[src/rtl/csi2_rx_pkg.sv]
// Shared types and defaults for the CSI-2 receive lane path.
package csi2_rx_pkg;

  typedef enum logic [1:0] {
    IDLE   = 2'd0,
    HUNT   = 2'd1,
    ACTIVE = 2'd2,
    RESYNC = 2'd3
  } lane_sync_state_t;

  localparam int DEFAULT_LANES = 4;

endpackage : csi2_rx_pkg

[src/rtl/csi2_lane_arrival.sv]
// Per-lane sync tracker: sticky "seen" flag plus the skew count captured
// on the cycle the lane first reported a valid byte.
module csi2_lane_arrival
  import csi2_rx_pkg::*;
#(
  parameter int SKEW_W = 2
) (
  input  logic              clk_i,
  input  logic              rst_n_i,
  input  logic              clear_i,
  input  logic              valid_i,
  input  logic [SKEW_W-1:0] skew_i,
  output logic              seen_o,
  output logic [SKEW_W-1:0] arrival_o
);

  logic              seen_q, seen_d;
  logic [SKEW_W-1:0] arrival_q, arrival_d;

  // First valid sets seen and latches the arrival time; clear wins over capture.
  always_comb begin
    seen_d    = seen_q;
    arrival_d = arrival_q;
    if (clear_i) begin
      seen_d    = 1'b0;
      arrival_d = '0;
    end else if (valid_i && !seen_q) begin
      seen_d    = 1'b1;
      arrival_d = skew_i;
    end
  end

  // Seen / arrival registers.
  always_ff @(posedge clk_i or negedge rst_n_i) begin
    if (!rst_n_i) begin
      seen_q    <= 1'b0;
      arrival_q <= '0;
    end else begin
      seen_q    <= seen_d;
      arrival_q <= arrival_d;
    end
  end

  assign seen_o    = seen_q;
  assign arrival_o = arrival_q;

endmodule : csi2_lane_arrival

[src/rtl/csi2_lane_sync_ctrl.sv]
// Sequences the per-lane byte aligners of a multi-lane CSI-2 receiver:
// arms them for an HS burst, measures sync arrival skew, programs deskew
// delays and flags timeout / skew / lost-sync errors.
// Interface semantics: lane_valid_i is a level per lane (aligner locked and
// producing bytes); there is no backpressure. pkt_done_i, sync_err_o and
// skew_err_o are single-cycle pulses. All outputs come straight from flops.
module csi2_lane_sync_ctrl
  import csi2_rx_pkg::*;
#(
  parameter int  LANES    = DEFAULT_LANES,
  parameter int  MAX_SKEW = 3,
  parameter int  TIMEOUT  = 1024,
  localparam int SKEW_W   = $clog2(MAX_SKEW + 1)
) (
  input  logic                    clk_i,
  input  logic                    rst_n_i,
  input  logic                    hs_active_i,
  input  logic [LANES-1:0]        lane_valid_i,
  input  logic                    pkt_done_i,
  output logic [LANES-1:0]        reset_align_o,
  output logic [LANES*SKEW_W-1:0] lane_delay_o,
  output logic                    aligned_o,
  output logic                    sync_err_o,
  output logic                    skew_err_o
);

  localparam int                TMO_W    = $clog2(TIMEOUT);
  localparam logic [TMO_W-1:0]  TMO_LAST = TMO_W'(TIMEOUT - 1);
  localparam logic [SKEW_W-1:0] SKEW_MAX = SKEW_W'(MAX_SKEW);

  lane_sync_state_t          state_q, state_d;
  logic [TMO_W-1:0]          tmo_cnt_q, tmo_cnt_d;
  logic [SKEW_W-1:0]         skew_cnt_q, skew_cnt_d;
  logic [LANES*SKEW_W-1:0]   lane_delay_q, lane_delay_d;
  logic [LANES-1:0]          reset_align_q, reset_align_d;
  logic                      aligned_q, aligned_d;
  logic                      sync_err_q, sync_err_d;
  logic                      skew_err_q, skew_err_d;

  logic [LANES-1:0]          seen;
  logic [SKEW_W-1:0]         arrival [LANES];
  logic [LANES-1:0]          hunt_valid;
  logic [LANES-1:0]          seen_now;
  logic [SKEW_W-1:0]         skew_now;
  logic [SKEW_W-1:0]         skew_inc;
  logic [LANES*SKEW_W-1:0]   delay_now;

  // Only valids observed during HUNT count as sync arrivals.
  assign hunt_valid = lane_valid_i & {LANES{state_q == HUNT}};
  assign seen_now   = seen | hunt_valid;
  // Skew time is zero on the first seen cycle, then counts up from there.
  assign skew_now   = (|seen) ? skew_cnt_q : '0;
  assign skew_inc   = (skew_now == SKEW_MAX) ? SKEW_MAX : skew_now + 1'b1;

  for (genvar g = 0; g < LANES; g++) begin : g_lane
    csi2_lane_arrival #(.SKEW_W(SKEW_W)) u_arrival (
      .clk_i     (clk_i),
      .rst_n_i   (rst_n_i),
      .clear_i   (state_q == IDLE),
      .valid_i   (hunt_valid[g]),
      .skew_i    (skew_now),
      .seen_o    (seen[g]),
      .arrival_o (arrival[g])
    );
  end

  // Delay per lane: time from its arrival to now, so the latest lane gets 0.
  always_comb begin
    delay_now = '0;
    for (int i = 0; i < LANES; i++) begin
      delay_now[i*SKEW_W +: SKEW_W] = skew_now - (seen[i] ? arrival[i] : skew_now);
    end
  end

  // Next-state, counters and registered outputs.
  always_comb begin
    state_d      = state_q;
    tmo_cnt_d    = tmo_cnt_q;
    skew_cnt_d   = skew_cnt_q;
    lane_delay_d = lane_delay_q;
    sync_err_d   = 1'b0;
    skew_err_d   = 1'b0;
    case (state_q)
      IDLE: begin
        tmo_cnt_d  = '0;
        skew_cnt_d = '0;
        if (hs_active_i) state_d = HUNT;
      end
      HUNT: begin
        if (tmo_cnt_q != TMO_LAST) tmo_cnt_d = tmo_cnt_q + 1'b1;
        skew_cnt_d = (|seen_now) ? skew_inc : '0;
        if (!hs_active_i) begin
          state_d = RESYNC;
        end else if (&seen_now) begin
          // Completing alignment beats a coincident skew limit or timeout.
          state_d      = ACTIVE;
          lane_delay_d = delay_now;
        end else if ((|seen_now) && (skew_now == SKEW_MAX)) begin
          skew_err_d = 1'b1;
          state_d    = RESYNC;
        end else if (!(|seen_now) && (tmo_cnt_q == TMO_LAST)) begin
          sync_err_d = 1'b1;
          state_d    = RESYNC;
        end
      end
      ACTIVE: begin
        if (pkt_done_i || !hs_active_i) begin
          state_d = RESYNC;
        end else if (!(&lane_valid_i)) begin
          sync_err_d = 1'b1;
          state_d    = RESYNC;
        end
      end
      RESYNC: begin
        // Wait out the rest of the burst; no re-hunt inside it.
        if (!hs_active_i) state_d = IDLE;
      end
      default: state_d = IDLE;
    endcase
    if (state_d == IDLE) lane_delay_d = '0;
    reset_align_d = ((state_d == HUNT) || (state_d == ACTIVE)) ? '0 : '1;
    aligned_d     = (state_d == ACTIVE);
  end

  // State, counter and output registers.
  always_ff @(posedge clk_i or negedge rst_n_i) begin
    if (!rst_n_i) begin
      state_q       <= IDLE;
      tmo_cnt_q     <= '0;
      skew_cnt_q    <= '0;
      lane_delay_q  <= '0;
      reset_align_q <= '1;
      aligned_q     <= 1'b0;
      sync_err_q    <= 1'b0;
      skew_err_q    <= 1'b0;
    end else begin
      state_q       <= state_d;
      tmo_cnt_q     <= tmo_cnt_d;
      skew_cnt_q    <= skew_cnt_d;
      lane_delay_q  <= lane_delay_d;
      reset_align_q <= reset_align_d;
      aligned_q     <= aligned_d;
      sync_err_q    <= sync_err_d;
      skew_err_q    <= skew_err_d;
    end
  end

  assign reset_align_o = reset_align_q;
  assign lane_delay_o  = lane_delay_q;
  assign aligned_o     = aligned_q;
  assign sync_err_o    = sync_err_q;
  assign skew_err_o    = skew_err_q;

endmodule : csi2_lane_sync_ctrl

[config.mk]
export PLATFORM = sky130hd
export DESIGN_NAME = csi2_lane_sync_ctrl
export DESIGN_NICKNAME = d
export VERILOG_FILES = /design/src/rtl/csi2_rx_pkg.sv /design/src/rtl/csi2_lane_arrival.sv /design/src/rtl/csi2_lane_sync_ctrl.sv
export SDC_FILE = /design/constraint.sdc
export NUM_CORES = 1
export LEC_CHECK = 0
export ABC_AREA = 1
export BUFFER_PORTS_ARGS = -buffer_cell sky130_fd_sc_hd__buf_4
export CAP_MARGIN = 20
export CORE_ASPECT_RATIO = 0.8
export CORE_UTILIZATION = 35
export CTS_BUF_LIST = sky130_fd_sc_hd__clkbuf_4 sky130_fd_sc_hd__clkbuf_8
export DETAILED_ROUTE_END_ITERATION = 8
export GPL_TIMING_DRIVEN = 0
export PLACE_DENSITY_LB_ADDON = 0.2
export SYNTH_ARGS = -nofsm -noshare
export SYNTH_HDL_FRONTEND = slang
export SYNTH_SLANG_ARGS = --single-unit
[constraint.sdc]
create_clock -name clk_i -period 2.6 [get_ports clk_i]
set_input_delay 0.13 -clock clk_i [delete_from_list [all_inputs] [get_ports clk_i]]
set_output_delay 0.13 -clock clk_i [all_outputs]
set_load 0.01 [all_outputs]
==> impl_results.md <==
- Status: finished clean
- Core Box Area: about 5600 um^2
- Combinational power share: between 40% and 50%
- Post-synthesis net count: 285
- Residual DRC: 0
- Vias: 1796
- Number of clock sinks: 38
- Share of cells above drive strength 1: about a fifth
- Routed len/inst: between 10 and 15 um
- Worst Clk Skew: roughly 0.011 ns
- Reg2Reg Capture Point: lane_delay_o[5]
- Avg Cell Area, Syn: a little under 8 um^2
- CP Launch Point: state_q[0]
- TNS Setup: 0 ns
- WL final: about 4400 um
- Worst Tran Pin Value: between 0.5 and 0.6 ns
- Post-DP HPWL: 3220 um
- Reg2reg setup slack: about 0.26 ns
- Min Tclk post-route: about 2.3 ns
- Clock share of power: a little over a fifth
- Internal power: 0.00164 W
- Fmax: roughly 430 MHz
- Cell variety after synth: 27
- Max Cap Viol: 0
- Maximum clock path buffer count: 2
- Seq/Total Area, Yosys: between 40% and 50%
- First-pass GRT wire length: between 7000 and 8000 um
- Final std cells w/o fill: ~380
- IO buf count: 21
- Placer Congestion: about 0.8
- Largest area contributor in the netlist: dfrtp_1
- DR vias/cell: 4.79
- TritonCTS clock tree: done
- WS Path Type: reg2reg
- Grt total ovfl: 0
- FF-to-FF path depth: 19
- Crit path launch type: flip-flop
- Post-DP Area: 2360 um^2
- Crit path to: lane_delay_o[5]
- Register share of total power: 31.2%
- DR pass1 iterations: 5
- FF-to-FF Start: state_q[0]
- # placed instances: 365
- Total I/O pin count: 23
- Sw frac: ~42%
- Layout area overhead: 20.6%
- CP Max Fanout: 6
- Initial DRC count: 104
- Design Area, Final: 2540 um^2
- Slew Viols, Final: 0
- Initial Util: 37.5%
- Vias in the first global route: about 1500
- All-Layer GR Usage: 15.2%
- ANT nets after route: 0
- Clk slew on worst S/H paths: 0.08 ns
- Crit share post-route: between 80 and 90%
- Initial antenna violation count: 0
- Cell area after synthesis: around 2100 um^2
- RSZ-0062 raised after global routing: false
- Pwr/cell area: 1120 nW/um^2
- Die height: 71.4 um
- Nets@finish: between 300 and 400
- Die area: 6330 um^2
- Critical Path End Type: flip-flop
- Switch Pwr: roughly 0.0012 W
- Top cells by area, synth: dfrtp_1 44%, nand2_1 13%, ha_1 6.5%, inv_1 5.7%, o21ai_0 4.5%
- Final setup violation count: 0
- Min-delay worst type: in2reg
- Inserted Clock Buffers: 5
- Peak supply drop: 0.321 mV
- Syn Inst Count: between 200 and 300
- Yosys reg bits: 38
- Post-synth top area share: 44.0%
- Fin. Hold Viols: 0
- Max-slew headroom: 59.8%
- Rows: 24
- CTS Root Cell: clkbuf_8
- H-Tree Depth: 2
- Diodes inserted: 0
- Critical Path AT: around 2.6 ns
- Clk_lat worst skew: 0.30 ns
- Synth warn: 0
- Die width: slightly below 90 um
- Largest net degree at the start of global routing: 39
- Worst EP required: approximately 2.9 ns
- Leakage: about 1.2 nW
## power groups by stage
stage	combinational [W]	sequential (W)	clock, W
2_1_floorplan	0.000950	0.000881	0
4_1_cts	0.00132	0.000885	0.000632
5_1_grt	0.00154	0.000911	0.000658
6_report	0.00134	0.000888	0.000612
3_5_place_dp	0.00131	0.000897	0
3_3_place_gp	0.00129	0.000893	0
## critical path, cell delays in order, from the launching register on
cell,delay (ns)
dfrtp_1,0.48
ha_4,0.22
nand2_1,0.11
nand2_1,0.08
inv_1,0.07
nand2_1,0.07
nor2_1,0.10
nand2_1,0.10
nand3_1,0.08
nand2_1,0.05
nand2_1,0.05
nand2_1,0.08
nand2_1,0.07
nand2_1,0.07
ha_2,0.21
nor2_4,0.14
inv_2,0.09
a21oi_2,0.10
o21ai_1,0.07
nand2_1,0.05
## area by class of cell
type                    count  area [um^2]
well taps                  78         97.6
clock inverters             3         68.8
multi-input cells         185          997
repair buffers             23          175
plain buffers               7         41.3
clock buffers               5         68.8
fillers                   581         3080
inverters                  36          135
flip-flops and latches     38          953
## cell usage after synthesis, drive strengths merged
master	n
nand2	72
ha	11
dfstp	1
nand4	9
clkbuf	1
xor2	1
o21a	1
nand3	15
buf	6
a21oi	7
nor3	7
a31oi	3
nor3b	1
nor4	1
o22ai	2
dfrtp	37
mux2	4
inv	36
nor2	18
o21ai	33
## cell families after synthesis
group                    Yosys count  share of synthesized area (%)
AO/OA/AOI/OAI                     46                           11.7
XOR/XNOR                           1                          0.416
adder cells (fa/ha/maj)           11                           6.54
AND/OR/NAND/NOR                  123                           25.6
multiplexers                       4                           2.14
flip-flops                        38                           45.2
buffers and inverters             43                           8.38
## flip-flops by register name, summed over array words and instances, names as in the netlist
register	count
skew_cnt_q	2
skew_err_o	1
sync_err_o	1
lane_delay_o	8
g_lane.u_arrival.arrival_o	8
tmo_cnt_q	10
g_lane.u_arrival.seen_o	4
state_q	2
reset_align_o	1
aligned_o	1
## how the worst min path moves through the flow
| stage | from | endpoint | depth (start not counted) |
|---|---|---|---|
| 4_1_cts | lane_valid_i[0] | g_lane[0].u_arrival.seen_o | 3 |
| 2_1_floorplan | rst_n_i | aligned_o | 0 |
| 6_report | lane_valid_i[0] | g_lane[0].u_arrival.seen_o | 3 |
| 5_1_grt | lane_valid_i[0] | g_lane[0].u_arrival.seen_o | 3 |
| 3_5_place_dp | rst_n_i | lane_delay_o[3] | 1 |
| 3_3_place_gp | rst_n_i | lane_delay_o[3] | 1 |
## placed cells by master, fill, tap and decap left out, types with 2 or more instances in the layout
cell type / Yosys / layout
a21oi_1: 6 / 5
a21oi_2: 1 / 2
a31oi_1: 3 / 3
buf_2: 3 / 3
buf_4: 3 / 25
bufinv_16: 0 / 2
clkbuf_8: 0 / 5
dfrtp_1: 37 / 36
ha_1: 11 / 9
inv_1: 32 / 31
inv_2: 4 / 5
mux2_2: 4 / 4
nand2_1: 72 / 72
nand3_1: 14 / 14
nand4_1: 9 / 9
nor2_1: 16 / 15
nor2_4: 2 / 2
nor3_1: 7 / 7
o21ai_0: 19 / 19
o21ai_1: 13 / 13
o22ai_1: 2 / 2
## metal layers
metal | up-vias | share of wire, % | wire length [um] | global-route usage (%)
met3 | 6 | 4.0 | 177 | 4.49
met1 | 829 | 54 | 2390 | 23.2
met4 | 0 | 0.86 | 38 | 3.23
met5 | - | 0 | 0 | 0
met2 | 30 | 41 | 1810 | 20.9
li1 | 931 | - | - | -
## stage by stage
| stage | utilization [%] | power (W) | hold slack, ns | setup WS, ns |
|---|---|---|---|---|
| after floorplan | - | 0.00183 | -0.166 | 0.472 |
| after global routing | 45.2 | 0.00311 | 0.0905 | 0.0345 |
| after global placement | 42.0 | 0.00219 | 0.137 | 0.143 |
| after detailed placement | 42.0 | 0.00221 | 0.140 | 0.114 |
| after CTS | 44.7 | 0.00283 | 0.109 | 0.0946 |
| final | 45.2 | 0.00284 | 0.0981 | 0.264 |
## what timing repair did
action,CTS,global route
endpoints found under the setup margin,0,8
resized for setup,0,7
endpoints found under the hold margin,37,0
hold buffers,1,0
buffers inserted,0,1
Note: power is estimated with default switching activity, not from simulation.
